## src/rtl/disparity_drain_pkg.sv

```systemverilog
// Shared definitions for the disparity drain block.
//   - FIFO entry layout: [19:14] disparity, [13:0] aggregated cost
//   - FSM state encoding
//   - disparity -> 8-bit grayscale helper
package disparity_drain_pkg;

  localparam int ENTRY_W  = 20;
  localparam int DISP_MSB = 19;
  localparam int DISP_LSB = 14;
  localparam int COST_MSB = 13;
  localparam int DISP_W   = DISP_MSB - DISP_LSB + 1;
  localparam int COST_W   = COST_MSB + 1;
  localparam int PIX_W    = 8;

  typedef enum logic [1:0] {
    ST_IDLE  = 2'd0,
    ST_DRAIN = 2'd1,
    ST_FLUSH = 2'd2
  } state_e;

  // Stretch 6-bit disparity to the full 8-bit range by replicating its MSBs,
  // so 0 maps to 00 and 63 maps to FF.
  function automatic logic [PIX_W-1:0] disp_gray(input logic [DISP_W-1:0] d);
    return {d, d[DISP_W-1 -: 2]};
  endfunction

endpackage

```

## src/rtl/disparity_drain_disp_to_gray.sv

```systemverilog
// disp_to_gray: combinational mapping of one FIFO entry to a grayscale pixel.
// Optional macro CONFIDENCE_CHECK_EN: entries whose cost exceeds COST_THRESH
// are replaced by the invalid marker 8'h00 (cost equal to the threshold passes).
// Ports:
//   entry_i  FIFO entry {disparity, cost}
//   pix_o    grayscale pixel
module disp_to_gray
  import disparity_drain_pkg::*;
#(
  parameter logic [COST_W-1:0] COST_THRESH = 14'h0FFF
) (
  input  logic [ENTRY_W-1:0] entry_i,
  output logic [PIX_W-1:0]   pix_o
);

  logic [DISP_W-1:0] disp;
  logic [COST_W-1:0] cost;

  assign disp = entry_i[DISP_MSB:DISP_LSB];
  assign cost = entry_i[COST_MSB:0];

`ifdef CONFIDENCE_CHECK_EN
  assign pix_o = (cost > COST_THRESH) ? '0 : disp_gray(disp);
`else
  // Cost and threshold have no effect in this build.
  logic unused_cost;
  assign unused_cost = ^{cost, COST_THRESH};
  assign pix_o       = disp_gray(disp);
`endif

endmodule

```

## src/rtl/disparity_drain.sv

```systemverilog
// disparity_drain: after start, pops exactly ROW_WIDTH min-cost entries from a
// first-word-fall-through FIFO and streams them out as grayscale pixels over a
// valid/ready interface, flagging the last pixel of the row.
// Optional macro CONFIDENCE_CHECK_EN: high-cost entries become 8'h00.
// Ports:
//   clock, reset_n          clock / async active-low reset
//   start                   row aggregated, begin draining (ignored unless idle)
//   fifo_empty, fifo_data   FWFT FIFO head; fifo_read pops it
//   pix_valid/ready/data/last  pixel stream
//   busy                    not idle
//   done                    pulse the cycle after the last pixel handshake
//   err_excess              sticky: FIFO still held data when the row completed
module disparity_drain
  import disparity_drain_pkg::*;
#(
  parameter int                ROW_WIDTH   = 320,
  parameter logic [COST_W-1:0] COST_THRESH = 14'h0FFF
) (
  input  logic               clock,
  input  logic               reset_n,
  input  logic               start,
  input  logic               fifo_empty,
  input  logic [ENTRY_W-1:0] fifo_data,
  output logic               fifo_read,
  output logic               pix_valid,
  input  logic               pix_ready,
  output logic [PIX_W-1:0]   pix_data,
  output logic               pix_last,
  output logic               busy,
  output logic               done,
  output logic               err_excess
);

  localparam int             CW       = (ROW_WIDTH > 1) ? $clog2(ROW_WIDTH) : 1;
  localparam logic [CW-1:0]  LAST_COL = CW'(ROW_WIDTH - 1);

  state_e           state_q;
  logic [CW-1:0]    col_q;
  logic             pix_valid_q, pix_last_q, done_q, err_q;
  logic [PIX_W-1:0] pix_data_q, pix_d;
  logic             hs;

  disp_to_gray #(.COST_THRESH(COST_THRESH)) u_gray (
    .entry_i (fifo_data),
    .pix_o   (pix_d)
  );

  assign hs = pix_valid_q & pix_ready;

  // Pop only while the output slot is free or being emptied this cycle. The row
  // length bound is implicit: DRAIN is left on the pop of the last column.
  assign fifo_read = (state_q == ST_DRAIN) & ~fifo_empty & (~pix_valid_q | pix_ready);

  always_ff @(posedge clock or negedge reset_n) begin
    if (!reset_n) begin
      state_q     <= ST_IDLE;
      col_q       <= '0;
      pix_valid_q <= 1'b0;
      pix_data_q  <= '0;
      pix_last_q  <= 1'b0;
      done_q      <= 1'b0;
      err_q       <= 1'b0;
    end else begin
      done_q <= 1'b0;
      if (done_q && !fifo_empty) err_q <= 1'b1;

      if (fifo_read) begin
        pix_valid_q <= 1'b1;
        pix_data_q  <= pix_d;
        pix_last_q  <= (col_q == LAST_COL);
      end else if (hs) begin
        pix_valid_q <= 1'b0;
      end

      case (state_q)
        ST_IDLE: begin
          if (start) begin
            col_q   <= '0;
            state_q <= ST_DRAIN;
          end
        end
        ST_DRAIN: begin
          // Counter holds at LAST_COL rather than wrapping.
          if (fifo_read) begin
            if (col_q == LAST_COL) state_q <= ST_FLUSH;
            else                   col_q   <= col_q + CW'(1);
          end
        end
        ST_FLUSH: begin
          if (hs && pix_last_q) begin
            state_q <= ST_IDLE;
            done_q  <= 1'b1;
          end
        end
        default: state_q <= ST_IDLE;
      endcase
    end
  end

  assign pix_valid  = pix_valid_q;
  assign pix_data   = pix_data_q;
  assign pix_last   = pix_last_q;
  assign busy       = (state_q != ST_IDLE);
  assign done       = done_q;
  assign err_excess = err_q;

endmodule

```

## config.mk

```make
export PLATFORM = sky130hd
export DESIGN_NAME = disparity_drain
export DESIGN_NICKNAME = d
export VERILOG_FILES = /design/src/rtl/disparity_drain_pkg.sv /design/src/rtl/disparity_drain_disp_to_gray.sv /design/src/rtl/disparity_drain.sv
export SDC_FILE = /design/constraint.sdc
export NUM_CORES = 1
export LEC_CHECK = 0
export CORE_MARGIN = 1
export CORE_UTILIZATION = 30
export CTS_CLUSTER_SIZE = 12
export DETAILED_ROUTE_END_ITERATION = 10
export GPL_TIMING_DRIVEN = 0
export PLACE_DENSITY = 0.62
export SLEW_MARGIN = 5
export SYNTH_ARGS = -nofsm -noshare
export SYNTH_HDL_FRONTEND = slang
export SYNTH_HIERARCHICAL = 1
export SYNTH_SLANG_ARGS = --single-unit
```

## constraint.sdc

```tcl
create_clock -name clock -period 1.8 [get_ports clock]
set_input_delay 0.54 -clock clock [delete_from_list [all_inputs] [get_ports clock]]
set_output_delay 0.54 -clock clock [all_outputs]
set_load 0.02 [all_outputs]
```

==> results of run 1 <==
-- report_power, final --
part	internal, mW	switching [mW]
clock	0.158	0.150
combinational	0.587	0.576
sequential	0.694	0.156
total	1.44	0.882
-- timing repair --
item | CTS | global route
pin swaps | 1 | 2
setup buffers | 4 | 7
setup endpoints to repair | 5 | 10
cloned | 0 | 0
resized for setup | 27 | 13
-- layout by cell type, fill, tap and decap left out, types with 2 or more instances in the layout --
| master | instances |
|---|---|
| dlymetal6s2s_1 | 7 |
| buf_6 | 4 |
| dfrtp_1 | 22 |
| dlygate4sd2_1 | 2 |
| nand3_1 | 3 |
| clkdlybuf4s50_1 | 5 |
| o21ai_0 | 8 |
| inv_2 | 2 |
| clkbuf_8 | 4 |
| and2_1 | 2 |
| nand2_1 | 34 |
| nor3_1 | 2 |
| nor2_1 | 2 |
| nand2b_1 | 3 |
| o22a_1 | 4 |
| nor2b_1 | 2 |
| buf_4 | 18 |
-- worst max-delay path, stage by stage --
cell             delay [ns]
clkdlybuf4s50_1        0.45
nor2b_1                0.15
a31oi_2                0.09
a211o_4                0.39
mux2_4                 0.31
-- metal layers --
metal	vias to the layer above	track usage, %	routed length, µm	share of wire (%)
met5	-	0	0	0
met4	0	7.50	44	1.7
met3	2	2.99	160	6.1
met2	33	23.3	1290	49
met1	488	17.1	1120	43
li1	475	-	-	-
-- state kept, by name, summed over array words and instances, names as in the netlist --
signal / flops
pix_data: 8
pix_valid: 1
col_q: 9
err_excess: 1
pix_last: 1
state_q: 2
done: 1
-- cells by family (layout without fill, tap and decap cells) --
kind of cell               after synthesis  count (layout)
and+or+nand+nor                         62              62
DFF                                     23              23
AOI/OAI and AO/OA                       20              20
buffers and inverters                   14              47
muxes                                    2               2
adders and majority gates                1               1
-- area by class of cell --
cell class,instances,area (µm²)
flip-flops and latches,23,577
well taps,48,60.1
multi-input cells,85,552
repair buffers,29,279
plain buffers,11,90.1
inverters,3,11.3
clock buffers,4,45.0
fillers,362,2100
-- metrics by stage --
step                      std cells  setup TNS [ns]  utilization (%)
after global placement          188           -4.27             38.4
after global routing            203         -0.0238             43.4
after detailed placement        188           -4.48             38.4
final                           203               0             43.4
after floorplan                 122               0                -
after CTS                       196         -0.0515             41.3
-- Yosys cell counts, types with 2 or more instances --
cell	count	area [µm²]
nand3_1	4	20.0
nand2b_1	3	18.8
and2_1	2	12.5
o22a_1	4	35.0
nand2_1	34	128
dfrtp_1	23	576
nor2_1	2	7.51
inv_1	3	11.3
nor3_1	2	10.0
buf_2	2	10.0
nor2b_1	2	12.5
nand2b_2	2	17.5
o21ai_0	8	40.0
buf_4	8	60.1
-- how the worst max path moves through the flow --
stage	to	depth (start not counted)	start
final	col_q[0]$_DFFE_PN0P_	5	start
after global routing	fifo_read	5	state_q[1]$_DFFE_PN0P_
after CTS	fifo_read	5	state_q[1]$_DFFE_PN0P_
after detailed placement	fifo_read	6	pix_ready
after global placement	fifo_read	6	pix_ready
after floorplan	fifo_read	4	pix_ready
==> qor.yml, run 1 <==
outcome: "finished, final reports clean"
syn_inst: 122
routed_wl_mm: 2.61
ys_types: 37
synth_compound_area_share_pct: 13.6
dr.pass1.iters: 4
cts_hold_buf: 0
vias: 998
syn_area_um2: 1190
crit_arrival_ns: 1.92
hold_viol: 0
cts_htree_levels: 1
rr_endpoint: "col_q[0]$_DFFE_PN0P_"
leakagePower_nw: 0.836
place_area_um2: 1430
synth_edf_count: 0
tightest_slew_ns: 1.03
antenna_found_initial: 0
cts-root-buf: "clkbuf_8"
irDropWorstVdd_uv: 659
fin_area_um2: 1610
power.total_mw: 2.32
ant_nets: 0
grt_pass1_wl_mm: 4.47
start_util_pct: 32.0
io_pins: 39
rows: 22
worst_setup_path_start_kind: "input pin"
dp_slack_ns: -1.04
muxShareOfSynthArea_pct: 2.11
ys_warn_count: 6
rr_startpoint: "col_q[0]$_DFFE_PN0P_"
cts_inserted_buffers: 3
ys_seq_area_share_pct: 48.5
antennaDiodeCount: 0
cap_violations: 0
fmax_ghz: 0.562
cts_buffer_depth: 2
initialDrtViolationCount: 29
nets: 182
cts_tree: "yes"
dieWidth_um: 64.9
cp-end-kind: "flip-flop"
dp_hpwl_mm: 1.75
powerDensity_nw_per_um2: 1440
portBuffers: 18
rsz0062_at_grt: "true"
hold_end: "pix_data[7]$_DFFE_PN0P_"
cts_sinks: 23
synth-simple-area-share_pct: 27.6
skew_ns: 0.00169
min_from: "fifo_data[19]"
die_y_um: 64.9
ys_seq_elements: 23
synth_ff_type: "dfrtp_1"
synthAdderAreaFrac_pct: 1.05
vias_per_cell: 4.92
synth_top_family_by_area: "simple AND/OR/NAND/NOR gates"
critical_path_class: "in2reg"
drive_gt1_share_pct: 27.7
drc_errors: 0
finalMaxSlewViolations: 0
grt_max_degree: 24
worst_skew_pair.late_latency_ns: 0.26
hp-class: "in2reg"
synth_xor_area_share_pct: 0
finalSetupViolCount: 0
final.period_utilization_pct: 98.8
setup_ws_ns: 0.0219
fin_crit_ns: 1.78
hold_depth: 3
track_usage_pct: 14.2
required_ns: 1.95
timing.reg2reg.setup_slack_ns: 0.07
gp_congestion: 0.833
grt_pass1_vias: 972
syn_nets: 148
async_reset_ff_share_pct: 100
clkSlewWorstSetupHoldPaths_ns: 0.07
design.core.area_um2: 3720
die_area_um2: 4210
holdWs_ns: 0.469
syn_to_final_growth_pct: 35.9
r2r_cells: 5
avgSynthCellArea_um2: 9.73
crit_fanout: 7
grt_overflow: 0
drt-wirelength-per-cell_um: 12.9
slew_headroom_pct: 31.3
Note: power is estimated with default switching activity, not from simulation.
==> inputs of run 2 (changes only) <==
--- a/config.mk
+++ b/config.mk
@@ -5,13 +5,14 @@
 export SDC_FILE = /design/constraint.sdc
 export NUM_CORES = 1
 export LEC_CHECK = 0
-export CORE_MARGIN = 1
+export CORE_MARGIN = 2
 export CORE_UTILIZATION = 30
 export CTS_CLUSTER_SIZE = 12
 export DETAILED_ROUTE_END_ITERATION = 10
 export GPL_TIMING_DRIVEN = 0
 export PLACE_DENSITY = 0.62
-export SLEW_MARGIN = 5
+export REMOVE_ABC_BUFFERS = 1
+export SLEW_MARGIN = 10
 export SYNTH_ARGS = -nofsm -noshare
 export SYNTH_HDL_FRONTEND = slang
 export SYNTH_HIERARCHICAL = 1
==> run 2 against run 1 <==
  * Combinational power is 3% lower
  * Count of clock-buffer cells in the layout is 1 lower
  * Sequential share of layout area is 0.33 points higher
  * Clock power is 6% higher
  * Critical path depth stayed put
  * Hold slack better by 0.0012 ns
  * First-iteration DRC count is 21% higher
  * Global-route usage is 0.38 points lower
  * Critical endpoint is now fifo_read
  * Largest cell class unchanged
  * Via count is 3.3% lower
  * Die area is 6.3% higher
==> qor.yml, run 2 (synthesis results as in run 1) <==
multi_input_area_um2: 554
cts_sinks: 23
rows: 22
hold_end: "err_excess$_DFFE_PN0P_"
routed_wl_mm: 2.65
io_pins: 39
final_common_cell: "nand2_1"
fin_crit_ns: 1.76
cts_hold_buf: 0
drt-wirelength-per-cell_um: 13.3
worst_skew_pair.late_latency_ns: 0.27
grt_overflow: 0
grt_pass1_vias: 941
max_stage_delay_ns: 0.20
hold_viol: 0
vias: 965
rsz0062_at_grt: "false"
outcome: "finished, final reports clean"
dr.pass1.iters: 4
worst-path-buf-inv: 3
rr_endpoint: "col_q[0]$_DFFE_PN0P_"
min_from: "err_excess$_DFFE_PN0P_"
leakagePower_nw: 0.851
r2r_cells: 5
powerDensity_nw_per_um2: 1430
tightest_slew_ns: 1.01
timing.reg2reg.setup_slack_ns: 0.07
cts_inserted_buffers: 3
portBuffers: 24
crit_fanout: 3
cts_htree_levels: 1
hold_depth: 1
finalSetupViolCount: 0
crit_arrival_ns: 1.22
critical_path.cell_chain: "clkdlybuf4s15_1 > nand2b_4 > nand3_4 > inv_8 > buf_4"
cp_top_family: "buffers and inverters"
rr_startpoint: "col_q[0]$_DFFE_PN0P_"
final.period_utilization_pct: 97.8
drc_errors: 0
hp-class: "reg2reg"
cts-root-buf: "clkbuf_8"
design.core.area_um2: 3740
ant_nets: 0
start_util_pct: 31.7
slew_headroom_pct: 32.2
tns_ns: 0
fmax_ghz: 0.568
required_ns: 1.26
nets: 178
finalMaxSlewViolations: 0
worst_setup_path_start_kind: "input pin"
track_usage_pct: 13.8
drive_gt1_share_pct: 23.8
skew_ns: 0.00676
antenna_found_initial: 0
gp_congestion: 0.798
fill_cells: 378
critical_path_class: "in2out"
dieWidth_um: 66.9
place_area_um2: 1410
initialDrtViolationCount: 35
dp_hpwl_mm: 1.69
irDropWorstVdd_uv: 787
final_cell_mix: "nand2_1 (34), dfrtp_1 (21), buf_4 (13), dlymetal6s2s_1 (10), clkdlybuf4s50_1 (9)"
cts_buffer_depth: 2
syn_to_final_growth_pct: 35.0
regMostFlops: "col_q"
regArea_um2: 578
fin_area_um2: 1600
utilization_pct: 42.8
antennaDiodeCount: 0
grt_pass1_wl_mm: 4.49
die_y_um: 66.9
clkSlewWorstSetupHoldPaths_ns: 0.08
largest_reg_flops: 9
grt_max_degree: 24
cap_violations: 0
slowest_stage: "clkdlybuf4s15_1"
cts_tree: "yes"
vias_per_cell: 4.85
critPathLaunch: "pix_ready"
cp-end-kind: "output pin"
die_area_um2: 4480
==> run 2: layer usage <==
metal | GRT usage (%) | part of all wire [%] | routed length (µm)
met1 | 16.7 | 44 | 1180
met2 | 23.3 | 49 | 1300
met3 | 2.53 | 4.1 | 109
met4 | 6.89 | 2.5 | 66
met5 | 0 | 0 | 0
==> run 2: cell type report <==
cell class,instances,share of cell area [%]
Clock inverter,1,0.312
Inverter,3,1.17
Sequential cell,23,36.1
Timing Repair Buffer,36,21.5
Tap cell,48,3.75
Multi-Input combinational cell,85,34.6
Clock buffer,3,2.58
==> run 2: worst register-to-register path: cells and delay by family (launching register included) <==
family / cells / cell delay [ns]
AND/OR/NAND/NOR: 2 / 0.46
flip-flops: 1 / 0.41
multiplexers: 1 / 0.30
adder cells (fa/ha/maj): 1 / 0.23
AO/OA/AOI/OAI: 1 / 0.22
==> run 2: repair_timing <==
action | CTS | global route
gates cloned | 0 | 0
resized for setup | 22 | 14
endpoints found under the setup margin | 19 | 13
buffers inserted | 7 | 5
pin swaps | 2 | 2
==> run 2: stage by stage <==
stage / setup WS [ns] / hold WS [ns] / total power, mW / std cells
after CTS: 0.00159 / 0.478 / 2.27 / 194
after detailed placement: -1.52 / 0.460 / 1.85 / 183
after floorplan: -0.118 / 0.244 / 1.45 / 111
after global placement: -1.48 / 0.441 / 1.81 / 183
final: 0.0396 / 0.470 / 2.30 / 199
after global routing: 0.00121 / 0.500 / 2.48 / 199
==> run 2: worst max-delay path by stage <==
stage,to,cells after the start
detailed placement,fifo_read,5
global placement,fifo_read,5
floorplan,fifo_read,3
CTS,busy,2
finish,fifo_read,5
global route,done,1
==> run 2: power by group <==
group	leakage, nW	total [mW]	internal [mW]	switching (mW)
logic	0.541	1.12	0.548	0.571
clock network	0.0255	0.324	0.155	0.170
registers	0.284	0.856	0.696	0.160
==> inputs of run 3 (changes only) <==
--- a/config.mk
+++ b/config.mk
@@ -17,3 +17,4 @@
 export SYNTH_HDL_FRONTEND = slang
 export SYNTH_HIERARCHICAL = 1
 export SYNTH_SLANG_ARGS = --single-unit
+export TNS_END_PERCENT = 1
==> constraint.sdc (replaced) <==
create_clock -name clock -period 1.9 [get_ports clock]
set_input_delay 0.57 -clock clock [delete_from_list [all_inputs] [get_ports clock]]
set_output_delay 0.57 -clock clock [all_outputs]
set_load 0.02 [all_outputs]
==> run 3 against run 2 <==
  * Wire length down 1.1%
  * Worst setup slack worse by 0.0098 ns
  * Utilization decreased by 1.3 points
  * Final cell count is 1.5% lower
  * Total power fell by 6.9%
  * Global-route usage shrank 0.14 points
  * Sequential share of layout area grew 1.1 points
  * Flip-flop and latch count did not move
  * Die area stayed put
  * Design area decreased by 3.0%
  * Clock skew up 0.0013 ns
  * Count of clock-buffer cells in the layout is the same
  * Critical endpoint unchanged
==> qor.yml, run 3 (synthesis results as in run 1) <==
outcome: "finished, final reports clean"
required_ns: 1.33
skew_ns: 0.00804
hp-class: "reg2reg"
die_area_um2: 4480
grt_pass1_wl_mm: 4.42
fin_crit_ns: 1.87
ant_nets: 0
critPathLaunch: "pix_ready"
start_util_pct: 31.7
vias: 952
cap_violations: 0
dieWidth_um: 66.9
rr_endpoint: "col_q[0]$_DFFE_PN0P_"
rsz0062_at_grt: "false"
io_pins: 39
syn_to_final_growth_pct: 31.0
timing.reg2reg.setup_slack_ns: 0.15
gp_congestion: 0.798
irDropWorstVdd_uv: 763
slew_headroom_pct: 32.6
tns_ns: 0
crit_fanout: 3
vias_per_cell: 4.86
power.net_switching_uw: 841
regMostFlops: "col_q"
combinationalPowerShare_pct: 47.7
utilization_pct: 41.5
fmax_ghz: 0.535
pwr-share-clk_pct: 14.3
dp_hpwl_mm: 1.69
clkSlewWorstSetupHoldPaths_ns: 0.08
cts_buffer_depth: 2
crit_path_end: "fifo_read"
finalMaxSlewViolations: 0
cts_sinks: 23
holdWs_ns: 0.475
cp-end-kind: "output pin"
nets: 175
rows: 22
leakagePower_nw: 0.710
cts_tree: "yes"
switching_share_pct: 39.3
worst_skew_pair.late_latency_ns: 0.27
crit_arrival_ns: 1.30
rr_startpoint: "col_q[0]$_DFFE_PN0P_"
seq_power_share_pct: 38.0
drc_errors: 0
antennaDiodeCount: 0
grt_overflow: 0
cts_inserted_buffers: 3
drt-wirelength-per-cell_um: 13.4
largest_reg_flops: 9
worst_setup_path_start_kind: "input pin"
final_common_cell: "nand2_1"
drive_gt1_share_pct: 20.9
routed_wl_mm: 2.62
cts_htree_levels: 1
powerDensity_nw_per_um2: 1380
r2r_cells: 5
final.period_utilization_pct: 98.4
grt_pass1_vias: 934
dr.pass1.iters: 4
cts_hold_buf: 0
initialDrtViolationCount: 49
critical_path_class: "in2out"
tightest_slew_ns: 1.01
hold_viol: 0
antenna_found_initial: 0
design.core.area_um2: 3740
track_usage_pct: 13.6
p_int_mw: 1.30
die_y_um: 66.9
grt_max_degree: 24
finalSetupViolCount: 0
cts-root-buf: "clkbuf_8"
portBuffers: 24
final_cell_mix: "nand2_1 (34), dfrtp_1 (21), clkdlybuf4s50_1 (19), buf_4 (10), o21ai_0 (8)"
==> run 3: area by class of cell <==
cell class,count,area [µm²]
multi-input cells,85,549
well taps,48,60.1
fillers,383,2190
inverters,3,18.8
repair buffers,33,303
flip-flops and latches,23,578
clock inverters,1,5.00
clock buffers,3,41.3
==> run 3: stage by stage <==
stage,std cells,worst slack [ns],instance area (µm²),total power [mW]
finish,196,0.0298,1560,2.14
global route,196,0.000540,1560,2.31
CTS,193,0.0165,1530,2.15
detailed placement,183,-1.48,1410,1.75
global placement,183,-1.44,1410,1.72
floorplan,111,-0.0476,1110,1.37
==> run 3: worst min-delay path by stage <==
stage,start,end,slack (ns),cells past startpoint
after global routing,err_excess$_DFFE_PN0P_,err_excess$_DFFE_PN0P_,0.50,1
after global placement,err_excess$_DFFE_PN0P_,err_excess$_DFFE_PN0P_,0.44,1
final,err_excess$_DFFE_PN0P_,err_excess$_DFFE_PN0P_,0.48,1
after detailed placement,err_excess$_DFFE_PN0P_,err_excess$_DFFE_PN0P_,0.46,1
after CTS,err_excess$_DFFE_PN0P_,err_excess$_DFFE_PN0P_,0.48,1
after floorplan,reset_n,col_q[0]$_DFFE_PN0P_,0.27,0
==> run 3: per-layer routing <==
metal	global-route usage, %	share of wire, %	vias to the layer above
li1	-	-	458
met1	16.7	44	460
met2	22.8	49	30
met3	2.53	4.8	4
met4	6.89	1.9	0
met5	0	0	-
==> run 3: worst max-delay path, stage by stage <==
cell and delay (ns):
dlygate4sd2_1 0.26, nand2b_4 0.16, nand3_4 0.13, inv_8 0.04, buf_4 0.15
==> run 3: timing repair <==
item / 4_1_cts / 5_1_grt
pin swaps: 0 / 1
setup endpoints to repair: 17 / 3
gates resized for setup: 22 / 0
endpoints found under the hold margin: 0 / 0
setup buffers: 6 / 3
==> run 3: power groups by stage <==
| stage | Clock, mW | Sequential, mW | Combinational, mW |
|---|---|---|---|
| after detailed placement | 0 | 0.844 | 0.905 |
| after global placement | 0 | 0.836 | 0.883 |
| after CTS | 0.311 | 0.815 | 1.02 |
| after global routing | 0.346 | 0.847 | 1.12 |
| after floorplan | 0 | 0.919 | 0.454 |
| final | 0.305 | 0.814 | 1.02 |
